File: config.mk
export PLATFORM = sky130hd
export DESIGN_NAME = uart_rx_lite
export DESIGN_NICKNAME = d
export VERILOG_FILES = /design/src/rtl/uart_pkg.sv /design/src/rtl/uart_rx_lite.sv
export SDC_FILE = /design/constraint.sdc
export NUM_CORES = 1
export LEC_CHECK = 0
export BUFFER_PORTS_ARGS = -buffer_cell sky130_fd_sc_hd__buf_2
export CORE_ASPECT_RATIO = 0.8
export CORE_MARGIN = 2
export CORE_UTILIZATION = 45
export CTS_BUF_LIST = sky130_fd_sc_hd__clkbuf_2 sky130_fd_sc_hd__clkbuf_4 sky130_fd_sc_hd__clkbuf_8
export CTS_CLUSTER_SIZE = 8
export DETAILED_ROUTE_END_ITERATION = 16
export GPL_TIMING_DRIVEN = 0
export HOLD_SLACK_MARGIN = 0.02
export PLACE_DENSITY = 0.64
export SETUP_SLACK_MARGIN = 0.2
export SLEW_MARGIN = 10
export SYNTH_ARGS = -nofsm -noshare
export SYNTH_HDL_FRONTEND = slang
export SYNTH_SLANG_ARGS = --single-unit
export TNS_END_PERCENT = 30
File: constraint.sdc
create_clock -name i_clk -period 3.05 [get_ports i_clk]
set_input_delay 0.61 -clock i_clk [delete_from_list [all_inputs] [get_ports i_clk]]
set_output_delay 0.61 -clock i_clk [all_outputs]
set_load 0.05 [all_outputs]
File: src/rtl/uart_pkg.sv
// Shared UART constants for the receiver and transmitter.
package uart_pkg;

    // 115200 baud from a 100 MHz clock
    localparam logic [23:0] UART_CLOCKS_PER_BAUD = 24'd868;

    // Frame format shared by both directions
    localparam int UART_DATA_BITS = 8;
    localparam int UART_STOP_BITS = 1;

    // Transmitter setup: line held idle this many baud periods after reset
    localparam int UART_TX_IDLE_BAUDS = 2;

    // Half a bit period; the receiver waits this long to reach mid-bit
    function automatic logic [23:0] uart_half_period(input logic [23:0] cpb);
        return cpb >> 1;
    endfunction

endpackage

File: src/rtl/uart_rx_lite.sv
// Lightweight UART receiver: 8N1, mid-bit sampling, one-cycle strobes for
// good bytes and for frames whose stop bit was sampled low.
module uart_rx_lite
    import uart_pkg::*;
#(
    parameter logic [23:0] CLOCKS_PER_BAUD = UART_CLOCKS_PER_BAUD
) (
    input  logic       i_clk,
    input  logic       i_reset_n,
    input  logic       i_uart_rx,
    output logic       o_wr,
    output logic [7:0] o_data,
    output logic       o_frame_err,
    output logic       o_busy
);

    localparam logic [2:0] ST_IDLE      = 3'd0;
    localparam logic [2:0] ST_START     = 3'd1;
    localparam logic [2:0] ST_DATA      = 3'd2;
    localparam logic [2:0] ST_STOP      = 3'd3;
    localparam logic [2:0] ST_WAIT_IDLE = 3'd4;

    typedef enum logic [2:0] {
        IDLE      = ST_IDLE,
        START     = ST_START,
        DATA      = ST_DATA,
        STOP      = ST_STOP,
        WAIT_IDLE = ST_WAIT_IDLE
    } state_t;

    // Reload values: a period loaded with N-1 expires on the Nth edge
    localparam logic [23:0] LP_HALF_M1 = uart_half_period(CLOCKS_PER_BAUD) - 24'd1;
    localparam logic [23:0] LP_BAUD_M1 = CLOCKS_PER_BAUD - 24'd1;
    localparam logic [2:0]  LP_LAST_BIT = 3'(UART_DATA_BITS - 1);

    logic        r_rx_meta;
    logic        r_rx_s;
    state_t      r_state;
    logic [23:0] r_cnt;
    logic [2:0]  r_bit;
    logic [7:0]  r_shift;
    logic [7:0]  r_data;
    logic        r_wr;
    logic        r_ferr;

    state_t      w_state_nx;
    logic [23:0] w_cnt_nx;
    logic [2:0]  w_bit_nx;
    logic [7:0]  w_shift_nx;
    logic [7:0]  w_data_nx;
    logic        w_wr_nx;
    logic        w_ferr_nx;
    logic        w_period_end;

    assign w_period_end = (r_cnt == 24'd0);

    // Two-flop synchronizer; resets to the idle (high) line level
    always_ff @(posedge i_clk or negedge i_reset_n) begin
        if (!i_reset_n) begin
            r_rx_meta <= 1'b1;
            r_rx_s    <= 1'b1;
        end else begin
            r_rx_meta <= i_uart_rx;
            r_rx_s    <= r_rx_meta;
        end
    end

    // Next-state, counter, shift register and strobe decisions
    always_comb begin
        w_state_nx = r_state;
        w_cnt_nx   = r_cnt;
        w_bit_nx   = r_bit;
        w_shift_nx = r_shift;
        w_data_nx  = r_data;
        w_wr_nx    = 1'b0;
        w_ferr_nx  = 1'b0;

        case (r_state)
            IDLE: begin
                if (!r_rx_s) begin
                    w_state_nx = START;
                    w_cnt_nx   = LP_HALF_M1;
                end
            end

            START: begin
                if (w_period_end) begin
                    if (!r_rx_s) begin
                        w_state_nx = DATA;
                        w_cnt_nx   = LP_BAUD_M1;
                        w_bit_nx   = 3'd0;
                    end else begin
                        // Start bit vanished by mid-bit: treat as a glitch
                        w_state_nx = IDLE;
                    end
                end else begin
                    w_cnt_nx = r_cnt - 24'd1;
                end
            end

            DATA: begin
                if (w_period_end) begin
                    w_shift_nx = {r_rx_s, r_shift[7:1]};
                    w_cnt_nx   = LP_BAUD_M1;
                    w_bit_nx   = r_bit + 3'd1;
                    if (r_bit == LP_LAST_BIT) begin
                        w_state_nx = STOP;
                    end
                end else begin
                    w_cnt_nx = r_cnt - 24'd1;
                end
            end

            STOP: begin
                if (w_period_end) begin
                    if (r_rx_s) begin
                        w_data_nx  = r_shift;
                        w_wr_nx    = 1'b1;
                        w_state_nx = IDLE;
                    end else begin
                        w_ferr_nx  = 1'b1;
                        w_state_nx = WAIT_IDLE;
                    end
                end else begin
                    w_cnt_nx = r_cnt - 24'd1;
                end
            end

            WAIT_IDLE: begin
                // Hold off through a break so it reports only one error
                if (r_rx_s) begin
                    w_state_nx = IDLE;
                end
            end

            default: begin
                w_state_nx = IDLE;
                w_cnt_nx   = 24'd0;
            end
        endcase
    end

    // Receiver state and registered outputs
    always_ff @(posedge i_clk or negedge i_reset_n) begin
        if (!i_reset_n) begin
            r_state <= IDLE;
            r_cnt   <= 24'd0;
            r_bit   <= 3'd0;
            r_shift <= 8'h00;
            r_data  <= 8'h00;
            r_wr    <= 1'b0;
            r_ferr  <= 1'b0;
        end else begin
            r_state <= w_state_nx;
            r_cnt   <= w_cnt_nx;
            r_bit   <= w_bit_nx;
            r_shift <= w_shift_nx;
            r_data  <= w_data_nx;
            r_wr    <= w_wr_nx;
            r_ferr  <= w_ferr_nx;
        end
    end

    assign o_wr        = r_wr;
    assign o_data      = r_data;
    assign o_frame_err = r_ferr;
    assign o_busy      = (r_state != IDLE);

endmodule

==> results.yml <==
outcome:
  outcome: "finished clean"
pwr:
  vdd_drop_max_uv: 248
  leakagePower_nw: 1.32
  power_density_nw_per_um2: 408
grt:
  grt-ovfl-total: 0
  grt_max_degree: 51
  grtUsageMet3_pct: 3.46
  top_usage_layer: "met1"
  grt_use_met2_pct: 25.1
  antenna_found_initial: 0
  grt_pass1_vias: 1779
  grt_use_met1_pct: 29.5
  gr-usage-all-layers_pct: 18.4
  grt_pass1_wl_mm: 8.87
finish:
  drive_gt1_share_pct: 20.6
  layoutNonFillerInstCount: 345
  area_growth_pct: 11.6
  fin_area_um2: 2840
  n_antenna_cell: 0
  fin_nets: 272
  n_fill_cell: 510
timing:
  setup_tns_ns: 0
  fin_hold_ws_ns: 0.305
  slew_headroom_pct: 49.1
  hold_viol_final: 0
  fin_crit_ns: 2.64
  fin_crit_sh_pct: 86.7
  skew_ns: 0.00784
  rsz0062_at_grt: "false"
  layout_setup_ws_ns: 0.406
  slew_violations: 0
  clock.fmax_mhz: 378
  setup_viol: 0
  worst_slew_pin_slew_ns: 0.759
setup_path:
  reg2reg_depth: 7
  crit_family: "simple AND/OR/NAND/NOR gates"
  r2r-end: "r_shift[1]"
  cp_cell_sequence: "nor4_4 -> nand3_2 -> nor3b_4 -> nand2_2 -> or3_1 -> buf_6 -> mux2_4"
  r2r_slack_ns: 0.41
  critPathCaptureType: "register"
  worstPathRequired_ns: 3.25
  cp_slowest_cell: "nor4_4"
  crit_buf_inv: 1
  cpPeakStageDelay_ns: 0.51
  startpoint_type: "register"
  path_class: "register to register"
  path_max_fanout: 8
  timing.rr.start: "r_cnt[10]"
  critical_path_arrival_ns: 2.84
clock_network:
  ctsHtreeMaxLevel: 2
  cts_buffers: 5
  root_buffer: "clkbuf_8"
  cts_tree: "built"
  cts_setup_buffers: 0
  clk_pin_slew_worst_paths_ns: 0.10
  clock_latency_ns: 0.31
  cts.path.max_buffers: 2
  clock-sinks: 50
  ctsHoldBuffers: 0
  cts_resized: 1
logic_synthesis:
  synth_edf_count: 0
  synthFlopType: "dfrtp_1"
  synth_common_cells: "48 x dfrtp_1, 37 x nor2_1, 21 x nand2_1, 11 x o21ai_0"
  netlist_area_um2: 2540
  synth.most_common_cell: "dfrtp_1"
  synthCells: 246
  synth_top_cell_by_area: "dfrtp_1"
  yosys-top-cells-area: "dfrtp_1 47%, nor2_1 5.5%, mux2_4 4.7%"
  synth_top_area_share_pct: 47.2
  syn_avg_cell_area_um2: 10.3
  ys_types: 50
  ys_seq_elements: 50
  yosysWarningCount: 0
  async_flop_share_pct: 100
  syn_nets: 252
  ys_seq_area_share_pct: 49.3
routing:
  drc_errors: 0
  drtPass1Iterations: 4
  wl_per_cell_um: 15.0
  drt-total-wl_mm: 5.16
  drt-initial-drc-count: 129
  drt-vias-per-instance: 5.48
  drt.antenna.violating_nets: 0
  vias: 1891
floorplan:
  ios: 14
  dieHeight_um: 71.2
  initial_utilization_pct: 46.5
  floorplan.core_area_um2: 5470
  fp.dieW_um: 88.0
  dieArea_um2: 6270
  rows: 24
placed_design:
  gp_congestion: 0.846
  port-buffer-count: 13
  placed_cells: 337
  place.detailed.hpwl_mm: 3.75
  placed_area_um2: 2710
  pre_cts_ws_ns: 0.111
flow_run:
  drv_cap: 0
hold_path:
  hp-class: "input pin to async pin"
-- sequential cells by signal, summed over array words and instances (netlist names) --
name / cells
o_frame_err: 1
o_data: 8
r_rx_meta: 1
r_bit: 3
r_state: 3
r_cnt: 24
r_shift: 8
r_rx_s: 1
o_wr: 1
-- how the worst max path moves through the flow --
| stage | from | end | slack, ns | cells after the start |
|---|---|---|---|---|
| global route | r_cnt[10] | r_shift[7] | 0.26 | 7 |
| detailed placement | r_cnt[0] | r_cnt[21] | 0.11 | 9 |
| global placement | r_cnt[0] | r_cnt[22] | 0.11 | 9 |
| CTS | r_cnt[0] | r_cnt[22] | 0.31 | 9 |
| floorplan | r_cnt[0] | r_shift[0] | 0.67 | 9 |
| finish | r_cnt[10] | r_shift[1] | 0.41 | 7 |
-- layout make-up --
class	count	area, µm²	share of cell area (%)
tap	78	97.6	3.44
buffer	6	31.3	1.10
clock buffer	5	68.8	2.43
timing repair buffer	13	67.6	2.38
clock inverter	3	43.8	1.54
sequential	50	1250	44.2
inverter	6	22.5	0.794
multi-input combinational	184	1250	44.1
-- routing by layer --
layer	up-vias	wire length (µm)
met5	-	0
met4	0	70
met3	7	281
met2	53	2190
met1	904	2610
li1	927	-
-- power breakdown --
part | internal (mW) | total [mW] | switching [mW]
combinational | 0.00241 | 0.0177 | 0.0153
sequential | 0.665 | 0.667 | 0.00189
clock | 0.246 | 0.473 | 0.227
total | 0.913 | 1.16 | 0.245
-- cells in the final DEF (no fill, tap or decap), drive strengths merged, types with 2 or more instances in the layout --
| cell | instances |
|---|---|
| buf | 15 |
| nor3 | 7 |
| or2 | 3 |
| a31oi | 3 |
| a221oi | 3 |
| o21ai | 12 |
| ha | 3 |
| nor2 | 38 |
| or3 | 3 |
| nand2b | 2 |
| xor2 | 7 |
| nand4 | 6 |
| nand3 | 7 |
| a21oi | 7 |
| and3 | 3 |
| inv | 7 |
| o22ai | 2 |
| or4 | 3 |
| clkbuf | 9 |
| nor4 | 9 |
| dfstp | 2 |
| nand2 | 22 |
| nand3b | 2 |
| nor4b | 3 |
| a22o | 3 |
| mux2 | 16 |
| dfrtp | 48 |
| xnor2 | 8 |
-- cell families (layout without fill, tap and decap cells) --
kind of cell             count (synthesis)  after routing  share of synthesized area, %
flip-flops                              50             50                          49.3
AO/OA/AOI/OAI                           38             38                          9.94
buffers and inverters                   12             33                          2.12
adder cells (fa/ha/maj)                  3              3                          1.48
XOR/XNOR                                15             15                          5.17
AND/OR/NAND/NOR                        111            111                          23.3
multiplexers                            17             17                          8.66
-- per-stage QoR --
| stage | util, % | power [mW] |
|---|---|---|
| global route | 51.9 | 1.21 |
| finish | 51.9 | 1.16 |
| floorplan | - | 0.682 |
| detailed placement | 49.5 | 0.698 |
| global placement | 49.5 | 0.698 |
| CTS | 51.7 | 1.18 |
Note: power is estimated with default switching activity, not from simulation.
